--- config.mk ---
export PLATFORM = sky130hd
export DESIGN_NAME = seq_det_ctrl
export DESIGN_NICKNAME = d
export VERILOG_FILES = /design/src/rtl/seq_det_ctrl.sv
export SDC_FILE = /design/constraint.sdc
export NUM_CORES = 1
export LEC_CHECK = 0
export CORE_AREA = 3 3 57 59
export DETAILED_ROUTE_END_ITERATION = 8
export DIE_AREA = 0 0 60 62
export GPL_TIMING_DRIVEN = 1
export PLACE_DENSITY = 0.8
export RECOVER_POWER = 25
export SYNTH_ARGS = -nofsm -noshare
export SYNTH_HDL_FRONTEND = slang
export SYNTH_SLANG_ARGS = --single-unit
--- constraint.sdc ---
create_clock -name clk -period 1.87 [get_ports clk]
set_input_delay 0.4675 -clock clk [delete_from_list [all_inputs] [get_ports clk]]
set_output_delay 0.4675 -clock clk [all_outputs]
set_load 0.02 [all_outputs]
--- src/rtl/seq_det_ctrl.sv ---
// seq_det_ctrl: serial 4-bit sequence detector over one word at a time.
// An accepted word is scanned MSB first, one bit per cycle. Matches against
// the captured pattern are counted, and the count is reported through a
// valid/ready handshake. Overlapping or non-overlapping detection is chosen
// per word.
//
// state  | meaning
// -------+-----------------------------------------------------------
// IDLE   | waiting for a word; in_ready high unless in reset
// SHIFT  | evaluating one bit per cycle, W cycles in total
// REPORT | match_cnt frozen, out_valid high until out_ready
module seq_det_ctrl #(
    parameter int W     = 8,
    parameter int CNT_W = 4
) (
    input  logic             clk,
    input  logic             res,
    input  logic             in_valid,
    output logic             in_ready,
    input  logic [W-1:0]     in_data,
    input  logic [3:0]       pattern,
    input  logic             overlap,
    output logic             ser_bit,
    output logic             det_pulse,
    output logic             out_valid,
    input  logic             out_ready,
    output logic [CNT_W-1:0] match_cnt
);

    localparam int IDX_W = (W > 1) ? $clog2(W) : 1;
    localparam logic [IDX_W-1:0] IDX_LAST = IDX_W'(W - 1);
    localparam logic [CNT_W-1:0] CNT_MAX  = '1;

    typedef enum logic [1:0] {
        IDLE   = 2'd0,
        SHIFT  = 2'd1,
        REPORT = 2'd2
    } state_t;

    state_t state, state_nxt;

    // Per-word copies of the inputs, frozen at accept.
    logic [W-1:0]     word_q;
    logic [3:0]       pat_q;
    logic             ovl_q;

    // Bit position, counted down from W-1 to 0; position 0 is the last bit.
    logic [IDX_W-1:0] idx;
    logic [2:0]       hist;
    logic [1:0]       fill;

    logic             accept;
    logic             last_bit;
    logic             cur_bit;
    logic             match;
    logic [2:0]       hist_nxt;
    logic [1:0]       fill_nxt;
    logic [CNT_W-1:0] cnt_nxt;

    // State register.
    always_ff @(posedge clk) begin
        if (res) begin
            state <= IDLE;
        end else begin
            state <= state_nxt;
        end
    end

    // Next-state decode and handshake outputs.
    always_comb begin
        state_nxt = state;
        in_ready  = 1'b0;
        out_valid = 1'b0;
        accept    = 1'b0;
        last_bit  = 1'b0;
        case (state)
            IDLE: begin
                in_ready = !res;
                accept   = in_valid && !res;
                if (accept) begin
                    state_nxt = SHIFT;
                end
            end
            SHIFT: begin
                last_bit = (idx == '0);
                if (last_bit) begin
                    state_nxt = REPORT;
                end
            end
            REPORT: begin
                out_valid = 1'b1;
                if (out_ready) begin
                    state_nxt = IDLE;
                end
            end
            default: begin
                state_nxt = IDLE;
            end
        endcase
    end

    // Bit evaluation: match detection and the history/fill/count updates it implies.
    always_comb begin
        cur_bit  = word_q[idx];
        ser_bit  = (state == SHIFT) ? cur_bit : 1'b0;
        match    = (state == SHIFT) && (fill == 2'd3) && ({hist, cur_bit} == pat_q);
        hist_nxt = {hist[1:0], cur_bit};
        fill_nxt = (fill == 2'd3) ? 2'd3 : fill + 2'd1;
        cnt_nxt  = match_cnt;
        if (match) begin
            cnt_nxt = (match_cnt == CNT_MAX) ? CNT_MAX : match_cnt + 1'b1;
            if (!ovl_q) begin
                // Non-overlapping: the matched bits cannot start another match.
                hist_nxt = 3'b000;
                fill_nxt = 2'd0;
            end else begin
                fill_nxt = 2'd3;
            end
        end
    end

    // Word capture and scan datapath; every accept starts from a clean history.
    always_ff @(posedge clk) begin
        if (res) begin
            word_q    <= '0;
            pat_q     <= '0;
            ovl_q     <= 1'b0;
            idx       <= '0;
            hist      <= '0;
            fill      <= '0;
            match_cnt <= '0;
            det_pulse <= 1'b0;
        end else begin
            det_pulse <= match;
            if (accept) begin
                word_q    <= in_data;
                pat_q     <= pattern;
                ovl_q     <= overlap;
                idx       <= IDX_LAST;
                hist      <= '0;
                fill      <= '0;
                match_cnt <= '0;
            end else if (state == SHIFT) begin
                hist      <= hist_nxt;
                fill      <= fill_nxt;
                match_cnt <= cnt_nxt;
                if (!last_bit) begin
                    idx <= idx - 1'b1;
                end
            end
        end
    end

endmodule

==> flow_summary.toml, run 1 <==
[final_layout]
nFillCells = 258
fin_util = 0.599
n_antenna_cell = 0
flow.area_growth_from_synthesis_pct = 31.2
layout-drive-gt1-share = 0.164
final_nets = 192

[critical_path]
critPathMaxFanout = 4
timing.critical_path.from_type = "flop"
worst-endpoint-arrival_ns = 1.65
crit_path_cell_trace = "mux4_2 > mux2i_4 > nor2_2 > buf_6"
worstPathBufferInverterCount = 1
highest_cell_delay_on_the_worst_timing_path_ns = 0.53
critPathTopFamily = "multiplexers"
setup.worst_path.class = "reg2out"
required_ns = 1.40
critPathSlowestCell = "sky130_fd_sc_hd__mux4_2"
end_kind = "primary output"

[sta]
timing.final.hold_violations = 0
setup_repair_after_global_routing_missed_its_margin = "true"
worst_pin_slew_ns = 0.369
timing.final.crit_period_ns = 2.12
setup_viol = 10
timing.clock.skew_ns = 0.00404
max_freq_mhz = 472
setup_ws_ns = -0.249
fin_tns_setup_ns = -1.02
max-slew-margin-rel = 0.753
final_min_period_over_clock_period = 1.13
timing_max_transition_violations_final = 0

[logic_synthesis]
synth_nets = 157
number_of_distinct_library_cell_variants_in_the_gate_level_netlist_after_synthesis = 33
synth_flop_cell = "sky130_fd_sc_hd__dfxtp_1"
yosys_warns = 0
ys_top_cells_by_count = "30 x sky130_fd_sc_hd__nand2_1, 28 x sky130_fd_sc_hd__dfxtp_1, 21 x sky130_fd_sc_hd__a21oi_1, 5 x sky130_fd_sc_hd__clkbuf_1, 5 x sky130_fd_sc_hd__nor2_1"
synth-async-reset-ratio = 0
synth_sequential_area_ratio = 0.445
synthCells = 137
synth_enable_flop_cells = 0
yosysMostFrequentCell = "sky130_fd_sc_hd__nand2_1"
synthesis.area_per_instance_sq_um = 9.20
synth_area_leader_cell = "sky130_fd_sc_hd__dfxtp_1"
synth.top_cells.by_area = "sky130_fd_sc_hd__dfxtp_1 44%, sky130_fd_sc_hd__nand2_1 8.9%, sky130_fd_sc_hd__a21oi_1 8.3%"
synth_area_sq_mm = 0.00126
synth_top_cell_area_share = 0.445
ys_ff_latch = 28

[grt]
globalRoute.totalOverflow = 0
grt_first_pass_wirelength_um = 4370
grt.met2_usage = 0.282
first_global_vias = 1023
largest_net_degree_at_the_start_of_global_routing = 21
gr-usage-met1 = 0.182
initial_antenna_violation_count = 0
global_route.usage.total = 0.153
globalRoute.busiestLayer = "met2"
global_route.usage.met3 = 0.0372

[clocking]
htree_num_levels = 1
cts_buffers = 3
cts_num_sinks = 28
cts-root-buf = "sky130_fd_sc_hd__clkbuf_4"
clock_tree_from_tritoncts = "done"
clock_path_buffers = 2
postCtsHoldBufs = 0
worst_skew_pair.late_latency_ns = 0.33
path_clk_slew_ns = 0.14

[drt]
postRouteAntennaNets = 0
post_drt_via_cell_ratio = 5.34
wl_per_cell_um = 13.3
route.vias.total = 1078
finalWirelength_um = 2680
initialDrtViolationCount = 46
dr.pass1.iters = 4
drc = 0

[floorplanning]
floorplan.initialDensity = 0.457
row_count = 19
die-width_um = 60
die_y_um = 62
core_region_area_sq_mm = 0.00276
die-area_sq_mm = 0.00372
io-pin-count = 25

[power]
power-per-cell-area_mw_per_mm2 = 711
leakagePower_nw = 0.646
ir_worst_vdd_v = 0.000727
total_power_mw = 1.17

[status]
outcome = "finished, violations left"
violations = "negative setup slack"

[place]
io_buffers = 24
dpl.hpwl_um = 1980
place_ws_ns = -0.361
gp_congestion = 0.812

[flow_run]
max_cap_violations = 0

[hold_path]
hold_path_class = "reg2reg"
-- path summary, 6_finish.rpt --
kind	from	to	slack, ns	cells past startpoint
min	word_q[7]$_SDFFE_PP0P_	word_q[7]$_SDFFE_PP0P_	0.47	2
min reg2reg	word_q[7]$_SDFFE_PP0P_	word_q[7]$_SDFFE_PP0P_	0.47	2
max reg2reg	idx[0]$_SDFFE_PP0P_	fill[0]$_SDFFE_PP0N_	-0.12	6
max	idx[0]$_SDFFE_PP0P_	ser_bit	-0.25	4
-- flip-flops by register name, summed over array words and instances, names as in the netlist --
name / cells
det_pulse: 1
fill: 2
hist: 3
idx: 3
match_cnt: 4
ovl_q: 1
pat_q: 4
state: 2
word_q: 8
-- power breakdown --
part	total, mW	internal [mW]	leakage (nW)	switching [mW]
registers	0.655	0.627	0.229	0.0275
logic	0.221	0.113	0.397	0.108
clock network	0.299	0.119	0.0210	0.179
total	1.17	0.860	0.646	0.315
-- metrics by stage --
step | cell area [sq um] | std cells | hold slack (ns)
after global routing | 1650 | 202 | 0.492
after global placement | 1600 | 197 | 0.444
after floorplan | 1270 | 137 | 0.433
final | 1650 | 202 | 0.467
after CTS | 1650 | 202 | 0.472
after detailed placement | 1600 | 197 | 0.453
-- metal layers --
| layer | up-vias | wire length, um |
|---|---|---|
| met5 | - | 0 |
| met4 | 0 | 14 |
| met3 | 3 | 100 |
| met2 | 19 | 1430 |
| met1 | 503 | 1130 |
| li1 | 553 | - |
-- kinds of logic (layout without fill, tap and decap cells) --
kind of cell,count (synthesis),count (layout),share of synthesized area
multiplexers,3,3,0.0566
flip-flops,28,28,0.445
buffers and inverters,9,43,0.0268
adder cells (fa/ha/maj),3,3,0.0298
AO/OA/AOI/OAI,34,34,0.179
AND/OR/NAND/NOR,55,55,0.214
XOR/XNOR,5,5,0.0497
-- worst reg2reg max path: cells and delay by family, from the launching register on --
kind | cells | cell delay, ns
buf+inv | 1 | 0.14
mux | 2 | 0.72
flops | 1 | 0.40
compound gates | 2 | 0.40
xor+xnor | 1 | 0.24
-- cell usage in the layout, fill, tap and decap left out, types with 2 or more instances in the layout --
master / n
sky130_fd_sc_hd__nand2_1: 30
sky130_fd_sc_hd__dfxtp_1: 27
sky130_fd_sc_hd__a21oi_1: 21
sky130_fd_sc_hd__clkdlybuf4s50_1: 16
sky130_fd_sc_hd__buf_4: 8
sky130_fd_sc_hd__inv_1: 4
sky130_fd_sc_hd__nor2b_1: 4
sky130_fd_sc_hd__nor2_1: 4
sky130_fd_sc_hd__a32o_1: 4
sky130_fd_sc_hd__nand2b_1: 3
sky130_fd_sc_hd__ha_1: 3
sky130_fd_sc_hd__clkbuf_4: 3
sky130_fd_sc_hd__dlygate4sd2_1: 3
sky130_fd_sc_hd__mux4_2: 2
sky130_fd_sc_hd__nor3_1: 2
sky130_fd_sc_hd__xor2_1: 2
sky130_fd_sc_hd__xnor2_1: 2
sky130_fd_sc_hd__and2_0: 2
sky130_fd_sc_hd__a311oi_2: 2
sky130_fd_sc_hd__nand3_1: 2
sky130_fd_sc_hd__dlymetal6s2s_1: 2
sky130_fd_sc_hd__buf_6: 2
-- area by class of cell --
type / count / area (sq um) / area share
well taps: 31 / 38.8 / 0.0235
multi-input cells: 100 / 681 / 0.412
flip-flops and latches: 28 / 564 / 0.341
clock buffers: 4 / 36.3 / 0.0220
repair buffers: 35 / 318 / 0.192
inverters: 4 / 15.0 / 0.00908
-- timing repair --
action                     4_1_cts  5_1_grt
gates resized for setup         17        4
buffers inserted                 1        1
pin swaps                        1        8
setup endpoints to repair       13       12
Note: power is estimated with default switching activity, not from simulation.
==> run 2, diff against run 1 <==
--- a/config.mk
+++ b/config.mk
@@ -7,7 +7,8 @@
 export LEC_CHECK = 0
-export CORE_AREA = 3 3 57 59
+export ABC_AREA = 1
+export CORE_AREA = 3 3 59 61
 export DETAILED_ROUTE_END_ITERATION = 8
-export DIE_AREA = 0 0 60 62
+export DIE_AREA = 0 0 62 64
 export GPL_TIMING_DRIVEN = 1
-export PLACE_DENSITY = 0.8
+export PLACE_DENSITY = 0.78
 export RECOVER_POWER = 25
==> constraint.sdc (replaced) <==
create_clock -name clk -period 1.87 [get_ports clk]
set_input_delay 0.2805 -clock clk [delete_from_list [all_inputs] [get_ports clk]]
set_output_delay 0.2805 -clock clk [all_outputs]
set_load 0.02 [all_outputs]
==> flow_summary.toml, run 2 <==
[clocking]
path_clk_slew_ns = 0.16
clock_tree_from_tritoncts = "done"
postCtsHoldBufs = 0
ctsResizeCount = 6
post-cts-setup-buffer-count = 0
cts_buffers = 3
htree_num_levels = 1
clock_path_buffers = 2
cts_num_sinks = 28
cts-root-buf = "sky130_fd_sc_hd__clkbuf_4"
worst_skew_pair.late_latency_ns = 0.33

[grt]
largest_net_degree_at_the_start_of_global_routing = 24
globalRoute.totalOverflow = 0
first_global_vias = 1077
grt_first_pass_wirelength_um = 4600
global_route.usage.total = 0.149
initial_antenna_violation_count = 0

[drt]
initialDrtViolationCount = 48
route.vias.total = 1156
postRouteAntennaNets = 0
dr.pass1.iters = 4
wl_per_cell_um = 10.4
drc = 0
post_drt_via_cell_ratio = 4.64
finalWirelength_um = 2600

[sta]
timing_max_transition_violations_final = 0
worst_pin_slew_ns = 0.413
setup_viol = 0
fin_tns_setup_ns = 0
timing.clock.skew_ns = 0.0124
timing.final.hold_violations = 0
final_min_period_over_clock_period = 0.940
max_freq_mhz = 569
setup_repair_after_global_routing_missed_its_margin = "false"
timing.final.crit_period_ns = 1.76
worst_hold_slack_ns = 0.482
max-slew-margin-rel = 0.725

[logic_synthesis]
synth-async-reset-ratio = 0
yosysMostFrequentCell = "sky130_fd_sc_hd__nand2_1"
synthesis.area_per_instance_sq_um = 7.79
synth_nets = 193
synthCells = 173
number_of_distinct_library_cell_variants_in_the_gate_level_netlist_after_synthesis = 24
synth.top_cells.by_area = "sky130_fd_sc_hd__dfxtp_1 42%, sky130_fd_sc_hd__nand2_1 10%, sky130_fd_sc_hd__a21oi_1 6.7%"
synth_area_leader_cell = "sky130_fd_sc_hd__dfxtp_1"
synth_area_sq_mm = 0.00135
synth_top_cell_area_share = 0.416
synth_sequential_area_ratio = 0.416
yosys_warns = 0
ys_ff_latch = 28
synth_flop_cell = "sky130_fd_sc_hd__dfxtp_1"
ys_top_cells_by_count = "36 x sky130_fd_sc_hd__nand2_1, 28 x sky130_fd_sc_hd__dfxtp_1, 19 x sky130_fd_sc_hd__inv_1, 18 x sky130_fd_sc_hd__a21oi_1, 17 x sky130_fd_sc_hd__nor2_1"
synth_enable_flop_cells = 0

[critical_path]
worstReg2RegStart = "idx[0]$_SDFFE_PP0P_"
required_ns = 1.59
setup.worst_path.class = "reg2out"
timing.critical_path.from_type = "flop"
critical_path.reg2reg.endpoint = "idx[1]$_SDFFE_PP0P_"
reg2reg_setup_slack_ns = 0.27
crit_path_start = "idx[0]$_SDFFE_PP0P_"
end_kind = "primary output"
worst-r2r-cell-count = 8
critPathMaxFanout = 7
timing.critical_path.to = "ser_bit"
worst-endpoint-arrival_ns = 1.48

[hold_path]
hold_path_class = "reg2reg"

[place]
number_of_placed_instances_with_taps_included = 245
dpl.hpwl_um = 1970
gp_congestion = 0.793
io_buffers = 24

[power]
internal_power_mw = 0.957
clock_power_share = 0.306
power.switching_fraction = 0.256
comb_power_share = 0.186
p_sw_mw = 0.328
seq_power_share = 0.508
power-per-cell-area_mw_per_mm2 = 738
ir_worst_vdd_v = 0.000340
total_power_mw = 1.29
leakagePower_nw = 0.671

[floorplanning]
io-pin-count = 25
die-width_um = 62
die_y_um = 64
die-area_sq_mm = 0.00397
row_count = 20
core_region_area_sq_mm = 0.00303
floorplan.initialDensity = 0.445

[final_layout]
largest_register_ffs = 8
n_antenna_cell = 0
layout.cells.most_common_list = "36 x sky130_fd_sc_hd__nand2_1, 27 x sky130_fd_sc_hd__dfxtp_1, 21 x sky130_fd_sc_hd__clkdlybuf4s50_1, 19 x sky130_fd_sc_hd__inv_1, 19 x sky130_fd_sc_hd__a21oi_1"
layout-drive-gt1-share = 0.161
fin_util = 0.575
final_nets = 226
flow.area_growth_from_synthesis_pct = 29.2
layout_commonest_cell = "sky130_fd_sc_hd__nand2_1"
finalNonFillerCells = 249
top_register = "word_q"
layout_top_registers = "word_q x8, match_cnt x4, pat_q x4"

[flow_run]
max_cap_violations = 0

[status]
outcome = "completed"
[run 2: changes by cell type after synthesis, sizes merged, moves of 4 or more]
cell / previous run / this run
nor2b: 4 / 0
nand3: 3 / 17
nor2: 5 / 18
inv: 4 / 22
a211oi: 2 / 10
a32o: 4 / 0
nand2: 30 / 38
[run 2: worst max-delay path, stage by stage (launching register included)]
cell and delay, ns:
sky130_fd_sc_hd__dfxtp_4 0.41, sky130_fd_sc_hd__inv_2 0.05, sky130_fd_sc_hd__nand2_1 0.06, sky130_fd_sc_hd__nand3_1 0.08, sky130_fd_sc_hd__nand3_2 0.10, sky130_fd_sc_hd__nand2_2 0.06
sky130_fd_sc_hd__nor2_2 0.11, sky130_fd_sc_hd__clkdlybuf4s15_2 0.27
[run 2: kinds of logic (layout without fill, tap and decap cells)]
| group | count (synthesis) | in the layout | synth area share |
|---|---|---|---|
| DFF | 28 | 28 | 0.416 |
| AOI/OAI and AO/OA | 31 | 31 | 0.141 |
| and+or+nand+nor | 82 | 82 | 0.321 |
| adders and majority gates | 3 | 3 | 0.0279 |
| buffers and inverters | 26 | 58 | 0.0743 |
| xor gates and xnor gates | 3 | 3 | 0.0195 |
[run 2: final cells by class]
class	count	area, sq um
Clock buffer	3	22.5
Clock inverter	1	30.0
Fill cell	303	1290
Inverter	22	82.6
Multi-Input combinational cell	119	686
Sequential cell	28	564
Tap cell	44	55.1
Timing Repair Buffer	32	300
[run 2: how the worst min path moves through the flow]
stage,from,to,depth (start not counted)
finish,word_q[3]$_SDFFE_PP0P_,word_q[3]$_SDFFE_PP0P_,2
detailed placement,word_q[1]$_SDFFE_PP0P_,word_q[1]$_SDFFE_PP0P_,2
global placement,word_q[5]$_SDFFE_PP0P_,word_q[5]$_SDFFE_PP0P_,2
global route,pattern[1],pat_q[1]$_SDFFE_PP0P_,3
floorplan,pattern[1],pat_q[1]$_SDFFE_PP0P_,2
CTS,in_data[4],word_q[4]$_SDFFE_PP0P_,3
[run 2: stage by stage]
step	instance area [sq um]	setup WS (ns)
2_1_floorplan	1350	0.162
3_3_place_gp	1690	-0.0476
3_5_place_dp	1690	-0.0396
4_1_cts	1740	0.0120
5_1_grt	1740	0.00694
6_report	1740	0.112
[run 2: per-layer routing]
metal / up-vias / track usage / share of wire
li1: 631 / - / -
met1: 504 / 0.196 / 0.47
met2: 19 / 0.247 / 0.49
met3: 2 / 0.0182 / 0.029
met4: 0 / 0.0477 / 0.012
met5: - / 0 / 0
[run 2: power groups by stage]
stage          registers [mW]  clock network [mW]  logic, mW
2_1_floorplan           0.660                   0      0.151
3_3_place_gp            0.664                   0      0.240
6_report                0.653               0.393      0.239
5_1_grt                 0.657               0.420      0.272
4_1_cts                 0.653               0.406      0.245
3_5_place_dp            0.665                   0      0.245
